===== config.mk =====
export PLATFORM = sky130hd
export DESIGN_NAME = sort4_ctrl
export DESIGN_NICKNAME = d
export VERILOG_FILES = /design/src/rtl/sort4_pkg.sv /design/src/rtl/sort4_ctrl_mag_cmp4.sv /design/src/rtl/sort4_ctrl.sv
export SDC_FILE = /design/constraint.sdc
export NUM_CORES = 1
export LEC_CHECK = 0
export ABC_AREA = 1
export CORE_ASPECT_RATIO = 0.8
export CORE_MARGIN = 2
export CORE_UTILIZATION = 35
export DETAILED_ROUTE_END_ITERATION = 6
export PLACE_DENSITY_LB_ADDON = 0.08
export SLEW_MARGIN = 20
export SYNTH_ARGS = -nofsm -noshare
export SYNTH_HDL_FRONTEND = slang
export SYNTH_HIERARCHICAL = 1
export SYNTH_SLANG_ARGS = --single-unit

===== constraint.sdc =====
create_clock -name clk_i -period 3.45 [get_ports clk_i]
set_input_delay 0.69 -clock clk_i [delete_from_list [all_inputs] [get_ports clk_i]]
set_output_delay 0.69 -clock clk_i [all_outputs]
set_load 0.005 [all_outputs]

===== src/rtl/sort4_pkg.sv =====
// rtl/sort4_pkg.sv - shared types, constants and element helpers for the 4-operand sorter
package sort4_pkg;

  localparam int DW    = 4;
  localparam int N     = 4;
  localparam int STEPS = 6;

  // Pair index per step, step 0 in the LSBs: 0, 1, 2, 0, 1, 0
  localparam logic [2*STEPS-1:0] SCHED = {2'd0, 2'd1, 2'd0, 2'd2, 2'd1, 2'd0};

  typedef enum logic [1:0] {IDLE, SORT, DONE} state_e;

  function automatic logic [DW-1:0] elem_get(input logic [N*DW-1:0] w, input logic [1:0] i);
    return w[i*DW +: DW];
  endfunction

  function automatic logic [N*DW-1:0] elem_set(input logic [N*DW-1:0] w, input logic [1:0] i,
                                               input logic [DW-1:0] v);
    logic [N*DW-1:0] r;
    r = w;
    r[i*DW +: DW] = v;
    return r;
  endfunction

  function automatic logic [1:0] sched_pair(input logic [2:0] step);
    return SCHED[step*2 +: 2];
  endfunction

endpackage


===== src/rtl/sort4_ctrl_mag_cmp4.sv =====
// rtl/sort4_ctrl_mag_cmp4.sv - combinational 4-bit magnitude comparator
module mag_cmp4
  import sort4_pkg::*;
(
  input  logic [DW-1:0] a,
  input  logic [DW-1:0] b,
  output logic          eq,
  output logic          gt,
  output logic          lt
);

  assign eq = (a == b);
  assign gt = (a > b);
  assign lt = (a < b);

endmodule


===== src/rtl/sort4_ctrl.sv =====
// rtl/sort4_ctrl.sv - sorts four 4-bit operands with one shared comparator, one compare/swap per clock
module sort4_ctrl
  import sort4_pkg::*;
(
  input  logic            clk_i,
  input  logic            rst_i,
  input  logic            start_i,
  input  logic            descend_i,
  input  logic [N*DW-1:0] data_in_i,
  output logic            ready_o,
  output logic            busy_o,
  output logic            done_o,
  output logic [N*DW-1:0] data_out_o,
  output logic [2:0]      swaps_o
);

  state_e          state_q, state_d;
  logic [2:0]      step_q, step_d;
  logic            desc_q, desc_d;
  logic [2:0]      swaps_q, swaps_d;
  logic [N*DW-1:0] data_q, data_d;

  logic [1:0]    k, k1;
  logic [DW-1:0] op_a, op_b;
  logic          cmp_eq, cmp_gt, cmp_lt;
  logic          do_swap;

  assign k    = sched_pair(step_q);
  assign k1   = k + 2'd1;
  assign op_a = elem_get(data_q, k);
  assign op_b = elem_get(data_q, k1);

  mag_cmp4 u_cmp (
    .a  (op_a),
    .b  (op_b),
    .eq (cmp_eq),
    .gt (cmp_gt),
    .lt (cmp_lt)
  );

  // Equal operands never move, which keeps the sort stable
  assign do_swap = ~cmp_eq & (desc_q ? cmp_lt : cmp_gt);

  always_ff @(posedge clk_i or posedge rst_i) begin
    if (rst_i) state_q <= IDLE;
    else       state_q <= state_d;
  end

  always_comb begin
    state_d = state_q;
    case (state_q)
      IDLE:    if (start_i) state_d = SORT;
      SORT:    if (step_q == 3'(STEPS - 1)) state_d = DONE;
      DONE:    state_d = IDLE;
      default: state_d = IDLE;
    endcase
  end

  always_comb begin
    ready_o = (state_q == IDLE);
    busy_o  = (state_q == SORT);
    done_o  = (state_q == DONE);
  end

  always_comb begin
    data_d  = data_q;
    desc_d  = desc_q;
    swaps_d = swaps_q;
    step_d  = step_q;
    case (state_q)
      IDLE: begin
        if (start_i) begin
          data_d  = data_in_i;
          desc_d  = descend_i;
          swaps_d = '0;
          step_d  = '0;
        end
      end
      SORT: begin
        step_d = step_q + 3'd1;
        if (do_swap) begin
          data_d  = elem_set(elem_set(data_q, k, op_b), k1, op_a);
          swaps_d = swaps_q + 3'd1;
        end
      end
      default: ;
    endcase
  end

  always_ff @(posedge clk_i or posedge rst_i) begin
    if (rst_i) begin
      data_q  <= '0;
      desc_q  <= 1'b0;
      swaps_q <= '0;
      step_q  <= '0;
    end else begin
      data_q  <= data_d;
      desc_q  <= desc_d;
      swaps_q <= swaps_d;
      step_q  <= step_d;
    end
  end

  assign data_out_o = data_q;
  assign swaps_o    = swaps_q;

endmodule


* After elaboration in Yosys (flattened, before gate mapping)
Index checks and enable logic that the tools add are counted.
** Word-level totals
- ROM bits :: 0
- Output and inout bits :: 22
- Word-level logic and storage cells :: 47
- Bits in writable memories :: 0
- Memories kept :: 0
- Bits in registers :: 25
- Latch bits :: 0
- Bits of input ports :: 20
** Operators by class
- Divide/modulo/power cells :: 0
- Bitwise logic cells :: 2
- Multiply operators :: 0
- Muxes and demuxes :: 13
- $lt $le $gt $ge :: 2
- Shift operators :: 7
- Reduce and logical (&&, ||, !) cells :: 6
- $add $sub $neg :: 5
- Equal/unequal tests :: 7
** Operators with widths (number)
- 4-bit negation with 34-bit output :: 2
- 4-bit by 34-bit variable shift with 16-bit output (first input constant) :: 2
- 4-bit by 34-bit indexed part select with 16-bit output :: 2
- 16-bit bitwise mux :: 2
- 16-bit two-way mux :: 2
- 16-bit case mux with 2 select lines :: 1
- 16-bit by 5-bit indexed part select with 4-bit output :: 2
- 3-bit case mux with 2 select lines :: 2
- 12-bit by 5-bit indexed part select with 2-bit output (first input constant) :: 1
- 3-bit by 1-bit adder with 3-bit output (second input constant) :: 2
- 3-bit two-way mux :: 2
- 2-bit AND reduction :: 3
- 4-bit == test :: 1
- 4-bit greater-than comparator :: 1
- 4-bit < comparator :: 1
- 2-bit two-way mux :: 2
- 2-bit by 1-bit inequality test with 1-bit output (second input constant) :: 2
- 2-bit case mux with 2 select lines :: 1
- 3-bit == test (second input constant) :: 1
- 3-bit AND reduction :: 1
- 2-bit by 1-bit adder with 2-bit output (second input constant) :: 1
- 2-bit by 1-bit == test with 1-bit output (second input constant) :: 1
- 2-bit == test (second input constant) :: 1
- 2-bit zero test :: 1
- 5 further kinds :: 5

* Longest topological paths before layout
Gate-level depths: netlist of the first run.
- Depth in word-level cells :: 8
- Mapped depth :: 24
- Gate-level depth less buffers :: 23

* Cells and area by module
Netlist of the first run, hierarchy kept.
** By module, submodules not included
- sort4_ctrl :: sequential area each 625.6 um^2, instances 1, area an instance 2290.9 um^2, cells an instance 325
- mag_cmp4 :: sequential area each 0.0 um^2, instances 1, area an instance 115.1 um^2, cells an instance 20

* Worst setup path before layout of the first run
No wires, ideal clock.
- Kind :: register -> register
- Start point :: register step_q[1]
- End point :: register data_q[14] (netlist: data_out_o[14])
- Cell stages (with the launch flop) :: 23
- Library setup time :: 0.065 ns
- Data required time :: 3.385 ns
- Arrival :: 3.280 ns
- Slack :: 0.105 ns
- Path buffers :: 1
- Period minus slack after synthesis :: 3.345 ns
- Cell sequence :: dfrtp_1 inv_1 ha_1 nand2_8 nand2_8 buf_12 inv_1 ha_1 inv_1 nand3_2 nand2_4 inv_1 ha_1 a21oi_1 and2_1 inv_1 a21oi_1 o211ai_2 nand2_2 o21ai_2 nor2_1 nand2_1 nand2_1
** On the way
- Word-level cells in the longest chain between the ends :: 8
- Elaborated cells between the ends (all ways) :: 22
- Those cells by class :: 3 x add/sub; 2 x order compare; 2 x eq/ne; 7 x shift; 5 x mux; 2 x bitwise; 1 x reduce/logical
** RTL lines
- from (decl) :: line sort4_ctrl.sv:18 : logic [2:0] step_q, step_d;
- from (signal assigned) :: line sort4_ctrl.sv:100 : step_q <= step_d;
- 12-bit by 5-bit indexed part select with 2-bit output :: line sort4_pkg.sv:26 : return SCHED[step*2 +: 2];
- 2-bit by 1-bit adder with 2-bit output :: line sort4_ctrl.sv:29 : assign k1 = k + 2'd1;
- 16-bit by 5-bit indexed part select with 4-bit output :: line sort4_pkg.sv:14 : return w[i*DW +: DW];
- net op_b[3] :: line sort4_ctrl.sv:24 : logic [DW-1:0] op_a, op_b;
- 4-bit < comparator :: line sort4_ctrl_mag_cmp4.sv:14 : assign lt = (a < b);
- net cmp_lt :: line sort4_ctrl.sv:25 : logic cmp_eq, cmp_gt, cmp_lt;
- 1-bit two-way mux :: line sort4_ctrl.sv:42 : assign do_swap = ~cmp_eq & (desc_q ? cmp_lt : cmp_gt);
- 1-bit bitwise AND :: line sort4_ctrl.sv:42
- 2-bit by 1-bit inequality test with 1-bit output (no source line)
- 3-bit AND reduction (no source line)
- to (signal assigned) :: line sort4_ctrl.sv:97 : data_q <= data_d;
- to (decl) :: line sort4_ctrl.sv:21 : logic [N*DW-1:0] data_q, data_d;
The timed path passes the listed nets, and every way through them passes these cells. The select of a mux whose other input is x is not followed.
A chain may end at the register's enable or synchronous reset.

* Worst setup path after layout of the first run
- Start point :: register step_q[1]
- End point :: register swaps_q[2] (netlist: swaps_o[2])
** On the way
- Word-level cells in the longest chain between the ends :: 8
- Elaborated cells between the ends (all ways) :: 12
- Those cells by class :: 1 x add/sub; 2 x order compare; 2 x eq/ne; 3 x shift; 1 x mux; 2 x bitwise; 1 x reduce/logical
** RTL lines
- 12-bit by 5-bit indexed part select with 2-bit output :: line sort4_pkg.sv:26
- 2-bit by 1-bit adder with 2-bit output :: line sort4_ctrl.sv:29
- 16-bit by 5-bit indexed part select with 4-bit output :: line sort4_pkg.sv:14
- net op_b[3] :: line sort4_ctrl.sv:24
- 4-bit < comparator :: line sort4_ctrl_mag_cmp4.sv:14
- net cmp_lt :: line sort4_ctrl.sv:25
- 1-bit two-way mux :: line sort4_ctrl.sv:42
- 1-bit bitwise AND :: line sort4_ctrl.sv:42
- 2-bit by 1-bit inequality test with 1-bit output (no source line)
- 3-bit AND reduction (no source line)
- to (signal assigned) :: line sort4_ctrl.sv:99 : swaps_q <= swaps_d;
- to (decl) :: line sort4_ctrl.sv:20 : logic [2:0] swaps_q, swaps_d;
The timed path passes the listed nets, and every way through them passes these cells.

==> results of run 1 <==
-- synth_stat cells (all sizes together) --
cell type,number
nand2,106
xor2,1
a31oi,1
o21ai,5
o211ai,1
nand3,72
buf,4
nor2,49
nand4,6
a21oi,7
inv,42
o31ai,1
dfrtp,25
ha,15
and2,5
a22o,1
clkbuf,2
nor3,2
-- worst paths after layout --
check	startpoint	end	slack, ns	depth (start not counted)
max in group asynchronous	rst_i	step_q[0]	2.42	3
min in group asynchronous	rst_i	data_out_o[0]	0.75	3
setup reg to reg	step_q[1]	swaps_o[2]	0.19	23
hold / removal	data_out_o[0]	data_out_o[0]	0.52	2
hold reg to reg	data_out_o[0]	data_out_o[0]	0.52	2
setup / recovery	step_q[1]	swaps_o[2]	0.19	23
-- routing by layer --
| metal | share of wire (%) | routed length, um | global-route usage, % | vias up |
|---|---|---|---|---|
| met4 | 0.82 | 59 | 2.68 | 0 |
| met3 | 4.1 | 292 | 3.38 | 7 |
| met5 | 0 | 0 | 0 | - |
| met1 | 50 | 3620 | 27.4 | 1160 |
| met2 | 45 | 3220 | 31.2 | 65 |
| li1 | - | - | - | 1223 |
-- cells by family after synthesis --
group                    share of synthesized area, %
flip-flops                                       26.0
adder cells (fa/ha/maj)                          7.80
AO/OA/AOI/OAI                                    5.15
AND/OR/NAND/NOR                                  51.7
buffers and inverters                            9.00
XOR/XNOR                                        0.364
-- state kept, by name, summed over array words and instances (netlist names) --
signal	count
data_out_o	16
swaps_o	3
desc_q	1
step_q	3
state_q	2
-- critical path, delay by kind of cell, from the launching register on --
family / cells / cell delay [ns]
buffers and inverters: 7 / 0.56
AO/OA/AOI/OAI: 2 / 0.27
flip-flops: 1 / 0.44
AND/OR/NAND/NOR: 10 / 0.95
XOR/XNOR: 1 / 0.13
adder cells (fa/ha/maj): 3 / 0.78
-- final cells by class --
class | instances | area (um2)
multi-input combinational | 272 | 1620
timing repair buffer | 60 | 557
sequential | 25 | 627
tap | 87 | 109
fill | 706 | 3640
clock buffer | 4 | 45.0
inverter | 42 | 168
-- what timing repair did --
item,CTS,global route
endpoints found under the setup margin,0,18
buffers inserted,0,9
resized for setup,0,13
-- through the flow --
step                hold WS (ns)  util [%]  std cells
finish                     0.519      46.2        490
global route               0.556      46.2        490
CTS                        0.527      44.4        481
global placement           0.500      43.7        477
floorplan                  0.491         -        345
detailed placement         0.500      43.7        477
==> results.sh, run 1 <==
export IMPL_synth_area_leaders="dfrtp_1 (26%), nand2_1 (14%), nand3_1 (12%)"
export IMPL_hold_buffers=0
export IMPL_ys_warn_count=6
export IMPL_cts_root_buffer_cell="clkbuf_8"
export IMPL_min_path_type="reg2reg"
export IMPL_layout_commonest_cell="nand2_1"
export IMPL_diodes=0
export IMPL_crit_fanout=6
export IMPL_most_common_layout_cells="nand2_1 (87), nand3_1 (59), nor2_1 (46)"
export IMPL_end_kind="flip-flop"
export IMPL_tritoncts="yes"
export IMPL_synth_seq_cells=25
export IMPL_dpl_worst_slack_ns=0.0416
export IMPL_routed_via_density=5.01
export IMPL_status="finished clean"
export IMPL_crit_chain="inv_2 -> ha_2 -> nand2_4 -> nand2_8 -> inv_1 -> ha_4 -> buf_6 -> nand3_2 -> nand2_4 -> inv_1 -> ha_1 -> nand2_1 -> inv_1 -> nand2_1 -> and2_1 -> inv_1 -> a21oi_1 -> o211ai_2 -> nand2_4 -> buf_4 -> nand2_1 -> xor2_1 -> nor2_1"
export IMPL_clk_latency_ns=0.28
export IMPL_grt_antenna_before_repair=0
export IMPL_netlist_instances=345
export IMPL_die_x_um=96.7
export IMPL_routed_wl_um=7200
export IMPL_drtPass1Iterations=4
export IMPL_die_height_um=78.2
export IMPL_slew_headroom_pct=70.9
export IMPL_numClockSinks=25
export IMPL_cts_buffers=3
export IMPL_synth_area_um2=2410
export IMPL_boundaryPins=42
export IMPL_drc_errors=0
export IMPL_finalSetupTns_ns=0
export IMPL_design_die_area_um2=7560
export IMPL_wire_per_inst_um=14.7
export IMPL_crit_path_top_delay_cell="dfrtp_1"
export IMPL_synth_nets=380
export IMPL_path_common_cell="inv_1"
export IMPL_grt_pass1_wl_um=11800
export IMPL_drv_cap=0
export IMPL_grt_max_degree=37
export IMPL_clk_pin_slew_ns=0.10
export IMPL_dp_hpwl_um=5300
export IMPL_drive_gt1_share_pct=19.1
export IMPL_grt_usage_pct=19.2
export IMPL_worstSetupPathType="reg2reg"
export IMPL_drt_iter0_drc=146
export IMPL_slew_viol_final=0
export IMPL_port_buffers=41
export IMPL_crit_arrival_ns=3.44
export IMPL_cp_start_kind="flip-flop"
export IMPL_fin_crit_ns=3.26
export IMPL_netlist_area_leader_share_pct=26.0
export IMPL_max_clock_path_buffers=2
export IMPL_setup_violations_final=0
export IMPL_row_count=27
export IMPL_place_area_um2=2950
export IMPL_drtAntennaViolNets=0
export IMPL_crit_required_ns=3.63
export IMPL_skew_ns=0.00722
export IMPL_fp_coreArea_um2=6760
export IMPL_avgSynthCellArea_um2=6.97
export IMPL_crit_path_max_incr_delay_ns=0.44
export IMPL_start_util_pct=35.6
export IMPL_place_congestion=0.885
export IMPL_post_route_period_util_pct=94.6
export IMPL_worstMarginPinSlew_ns=0.437
export IMPL_synth_seq_area_share_pct=26.0
export IMPL_yosysTopAreaCell="dfrtp_1"
export IMPL_finish_net_count=439
export IMPL_ys_types=33
export IMPL_max_freq_mhz=307
export IMPL_grt_pass1_vias=2300
export IMPL_setup_ws_ns=0.188
export IMPL_final_area_um2=3120
export IMPL_syn2layout_area_growth_pct=29.7
export IMPL_cts_max_level=1
export IMPL_report_final_hold_viol_count=0
export IMPL_via_count=2455
export IMPL_grt_ovfl_total=0
Power of run 1 is left out: the tool's default activity adds up to more than one toggle a clock period on the data nets, which glitch-free logic cannot reach.
==> inputs of run 2 (changes only) <==
--- a/config.mk
+++ b/config.mk
@@ -6,7 +6,7 @@
 export NUM_CORES = 1
 export LEC_CHECK = 0
 export ABC_AREA = 1
-export CORE_ASPECT_RATIO = 0.8
+export CORE_ASPECT_RATIO = 1.75
 export CORE_MARGIN = 2
 export CORE_UTILIZATION = 35
 export DETAILED_ROUTE_END_ITERATION = 6
==> run 2 against run 1 <==
- worst setup slack improved by 0.064 ns
- via count fell by 0.94%
- count of clock-buffer cells in the layout fell by 1
- flip-flop and latch count did not move
- register-to-register slack improved by 0.06 ns
- design area did not move
- critical path depth did not move
- hold slack got worse by 0.012 ns
- core utilization did not move
- global-route usage rose by 2.3 points
- routed wire length rose by 5.4%
- critical endpoint is now data_out_o[2]
==> results.sh, run 2 (synthesis gave the netlist of run 1 again) <==
export IMPL_status="finished clean"
export IMPL_routed_via_density=5.02
export IMPL_clk_latency_ns=0.27
export IMPL_setup_violations_final=0
export IMPL_worstMarginPinSlew_ns=0.430
export IMPL_cts_max_level=1
export IMPL_port_buffers=41
export IMPL_place_congestion=0.944
export IMPL_end_kind="flip-flop"
export IMPL_cts_buffers=3
export IMPL_fin_crit_ns=3.20
export IMPL_clk_pin_slew_ns=0.07
export IMPL_wire_per_inst_um=15.7
export IMPL_max_freq_mhz=313
export IMPL_post_route_period_util_pct=92.7
export IMPL_numClockSinks=25
export IMPL_design_die_area_um2=7580
export IMPL_grt_usage_pct=21.5
export IMPL_grt_antenna_before_repair=0
export IMPL_multi_input_area_um2=1610
export IMPL_place_area_um2=2980
export IMPL_fp_coreArea_um2=6760
export IMPL_fillCellCount=714
export IMPL_drtPass1Iterations=4
export IMPL_final_area_um2=3120
export IMPL_tritoncts="yes"
export IMPL_seqCellArea_um2=627
export IMPL_crit_required_ns=3.66
export IMPL_grt_pass1_vias=2412
export IMPL_drc_errors=0
export IMPL_crit_arrival_ns=3.41
export IMPL_max_clock_path_buffers=2
export IMPL_syn2layout_area_growth_pct=29.7
export IMPL_row_count=40
export IMPL_grt_max_degree=37
export IMPL_boundaryPins=42
export IMPL_via_count=2432
export IMPL_grt_pass1_wl_um=12100
export IMPL_die_x_um=66.7
export IMPL_diodes=0
export IMPL_layout_commonest_cell="nand2_1"
export IMPL_routed_wl_um=7580
export IMPL_finish_net_count=436
export IMPL_largest_register_ffs=16
export IMPL_start_util_pct=35.6
export IMPL_skew_ns=0.00362
export IMPL_grt_ovfl_total=0
export IMPL_min_path_type="reg2reg"
export IMPL_crit_fanout=9
export IMPL_most_common_layout_cells="nand2_1 (87), nand3_1 (59), nor2_1 (46)"
export IMPL_drv_cap=0
export IMPL_worstSetupPathType="reg2reg"
export IMPL_cp_start_kind="flip-flop"
export IMPL_die_height_um=114
export IMPL_cts_root_buffer_cell="clkbuf_16"
export IMPL_slew_viol_final=0
export IMPL_drive_gt1_share_pct=19.0
export IMPL_report_final_hold_viol_count=0
export IMPL_slew_headroom_pct=71.4
export IMPL_dp_hpwl_um=5870
export IMPL_drt_iter0_drc=72
export IMPL_drtAntennaViolNets=0
## run 2: path summary, 6_finish.rpt
check	startpoint	slack (ns)	depth (start not counted)	endpoint
worst max-delay path	step_q[0]	0.25	23	data_out_o[2]
worst min-delay path	data_out_o[0]	0.51	2	data_out_o[0]
worst max register to register	step_q[0]	0.25	23	data_out_o[2]
worst min register to register	data_out_o[0]	0.51	2	data_out_o[0]
max in group asynchronous	rst_i	2.39	3	step_q[0]
min in group asynchronous	rst_i	0.78	3	step_q[2]
## run 2: per-stage QoR
step | util [%] | hold WS, ns | instances | worst slack [ns] | setup TNS [ns]
6_report | 46.2 | 0.508 | 484 | 0.252 | 0
5_1_grt | 46.2 | 0.546 | 484 | -0.00632 | -0.00632
3_3_place_gp | 44.1 | 0.488 | 478 | 0.165 | 0
2_1_floorplan | - | 0.491 | 345 | 0.105 | 0
4_1_cts | 45.3 | 0.519 | 482 | 0.0995 | 0
3_5_place_dp | 44.1 | 0.501 | 478 | 0.126 | 0
## run 2: timing repair
item | 4_1_cts | 5_1_grt
endpoints found under the setup margin | 0 | 17
hold buffers | 0 | 0
resized for setup | 0 | 13
buffers inserted | 0 | 2
## run 2: cell type report
type	instances	share of cell area, %
clock inverters	1	0.160
clock buffers	3	2.41
multi-input cells	272	51.5
flip-flops and latches	25	20.1
repair buffers	57	17.1
inverters	42	5.37
well taps	84	3.37
## run 2: worst max-delay path, cell delays in order, from the launching register on
cell	delay [ns]
dfrtp_2	0.45
inv_2	0.09
ha_2	0.19
nand2_4	0.11
nand2_8	0.11
inv_1	0.08
ha_4	0.28
buf_6	0.12
nand3_1	0.09
nand2_1	0.13
inv_1	0.06
ha_1	0.27
nand2_1	0.08
inv_1	0.04
nand2_1	0.06
and2_1	0.11
inv_1	0.05
a21oi_2	0.13
o211ai_2	0.12
nand2_4	0.18
o31ai_4	0.15
nor2_1	0.12
nand2_1	0.05
nand2_1	0.05
## run 2: per-layer routing
metal | wire length (um) | vias to the layer above | track usage (%)
met1 | 2960 | 1112 | 24.4
met4 | 452 | 0 | 13.2
li1 | - | 1225 | -
met3 | 201 | 27 | 1.97
met2 | 3960 | 68 | 37.5
met5 | 0 | - | 0
Power of run 2 is left out for the same reason.
==> inputs of run 3 (changes only) <==
==> constraint.sdc (replaced) <==
create_clock -name clk_i -period 3.2 [get_ports clk_i]
set_input_delay 0.64 -clock clk_i [delete_from_list [all_inputs] [get_ports clk_i]]
set_output_delay 0.64 -clock clk_i [all_outputs]
set_load 0.005 [all_outputs]
==> run 3 against run 2 <==
- global-route usage about the same
- cell count up 3.3%
- die area stayed put
- largest cell class unchanged
- critical path depth rose by 1
- count of clock-buffer cells in the layout stayed put
- flip-flop and latch count stayed put
- routed wire length grew 3.5%
==> results.sh, run 3 (synthesis gave the netlist of run 1 again) <==
export IMPL_routed_via_density=5.01
export IMPL_path_buf_inv=7
export IMPL_crit_fanout=7
export IMPL_regToRegEndpoint="swaps_o[2]"
export IMPL_min_path_type="reg2reg"
export IMPL_grt_ovfl_total=0
export IMPL_via_count=2504
export IMPL_dp_hpwl_um=5950
export IMPL_worst_path_stages=24
export IMPL_seqCellArea_um2=626
export IMPL_start_util_pct=35.6
export IMPL_crit_path_top_delay_cell="dfrtp_1"
export IMPL_cts_root_buffer_cell="clkbuf_16"
export IMPL_min_delay_start="data_out_o[3]"
export IMPL_row_count=40
export IMPL_crit_arrival_ns=3.23
export IMPL_place_congestion=0.935
export IMPL_post_route_period_util_pct=96.0
export IMPL_drtPass1Iterations=4
export IMPL_largest_register_ffs=16
export IMPL_crit_required_ns=3.36
export IMPL_clk_pin_slew_ns=0.07
export IMPL_finish_net_count=452
export IMPL_drive_gt1_share_pct=24.5
export IMPL_dpl_worst_slack_ns=-0.0317
export IMPL_stdcell_count=500
export IMPL_max_clock_path_buffers=2
export IMPL_diodes=0
export IMPL_hold_end="data_out_o[3]"
export IMPL_multi_input_area_um2=1690
export IMPL_port_buffers=41
export IMPL_setup_violations_final=0
export IMPL_fp_coreArea_um2=6760
export IMPL_rr_worst_depth=24
export IMPL_routed_wl_um=7840
export IMPL_cp_start_kind="flip-flop"
export IMPL_drt_iter0_drc=96
export IMPL_layout_commonest_cell="nand2_1"
export IMPL_clk_latency_ns=0.27
export IMPL_slew_headroom_pct=69.1
export IMPL_drc_errors=0
export IMPL_grt_pass1_wl_um=12100
export IMPL_whs_path_depth=2
export IMPL_cts_buffers=3
export IMPL_crit_path_max_incr_delay_ns=0.44
export IMPL_fillCellCount=709
export IMPL_tritoncts="yes"
export IMPL_status="finished clean"
export IMPL_reg2reg_slack_ns=0.13
export IMPL_drtAntennaViolNets=0
export IMPL_dpl_cell_count=489
export IMPL_grt_antenna_before_repair=0
export IMPL_die_height_um=114
export IMPL_die_x_um=66.7
export IMPL_path_common_cell="nand2_1"
export IMPL_grt_usage_pct=21.4
export IMPL_worstSetupPathType="reg2reg"
export IMPL_max_freq_mhz=326
export IMPL_cts_max_level=1
export IMPL_cp_top_family="simple AND/OR/NAND/NOR gates"
export IMPL_grt_max_degree=37
export IMPL_crit_chain="buf_4 -> ha_4 -> nand2_8 -> nand2_8 -> inv_2 -> ha_4 -> inv_4 -> buf_4 -> nand3_1 -> nand2_4 -> ha_1 -> inv_1 -> nand2_1 -> nand2_1 -> nand2_1 -> and2_1 -> inv_1 -> a21oi_2 -> o211ai_2 -> nand2_4 -> buf_6 -> nand2_1 -> xor2_1 -> nor2_1"
export IMPL_finalSetupTns_ns=0
export IMPL_slew_viol_final=0
export IMPL_syn2layout_area_growth_pct=38.5
export IMPL_most_common_layout_cells="nand2_1 (84), nand3_1 (59), nor2_1 (43)"
export IMPL_numClockSinks=25
export IMPL_drv_cap=0
export IMPL_hold_slack_ns=0.509
export IMPL_skew_ns=0.00334
export IMPL_grt_pass1_vias=2402
export IMPL_fin_crit_ns=3.07
export IMPL_boundaryPins=42
export IMPL_design_die_area_um2=7580
export IMPL_report_final_hold_viol_count=0
export IMPL_wire_per_inst_um=15.7
export IMPL_r2r_start="step_q[0]"
export IMPL_worstMarginPinSlew_ns=0.464
export IMPL_end_kind="flip-flop"
export IMPL_setup_ws_ns=0.128
export IMPL_hold_buffers=0
==> run 3: stage by stage <==
step | utilization [%] | instance area, um2
detailed placement | 45.4 | 3070
CTS | 46.9 | 3170
global route | 49.3 | 3330
finish | 49.3 | 3330
global placement | 45.4 | 3070
floorplan | - | 2410
==> run 3: how the worst max path moves through the flow <==
| stage | endpoint | from |
|---|---|---|
| finish | swaps_o[2] | step_q[0] |
| detailed placement | data_out_o[12] | step_q[0] |
| floorplan | data_out_o[4] | step_q[0] |
| CTS | data_out_o[4] | step_q[0] |
| global route | swaps_o[2] | step_q[0] |
| global placement | data_out_o[12] | step_q[1] |
==> run 3: final cells by class <==
cell class              count  share of cell area (%)
clock inverters             1                   0.150
clock buffers               3                    2.25
multi-input cells         272                    50.7
flip-flops and latches     25                    18.8
inverters                  42                    5.11
well taps                  84                    3.15
repair buffers             73                    19.9
==> run 3: tightest hold or removal path: cells and delay by family (launching register included) <==
kind,cells,cell delay [ns]
simple gates,2,0.12
flops,1,0.36
==> run 3: timing repair <==
action / 4_1_cts / 5_1_grt
resized for setup: 1 / 26
setup endpoints to repair: 16 / 19
pin swaps: 1 / 4
setup buffers: 2 / 5
==> run 3: layer usage <==
metal | track usage, % | wire length (um) | vias to the layer above
met5 | 0 | 0 | -
met4 | 8.57 | 206 | 0
met3 | 1.68 | 268 | 14
met2 | 40.5 | 4480 | 68
met1 | 23.7 | 2890 | 1174
li1 | - | - | 1248
Power of run 3 is left out for the same reason.
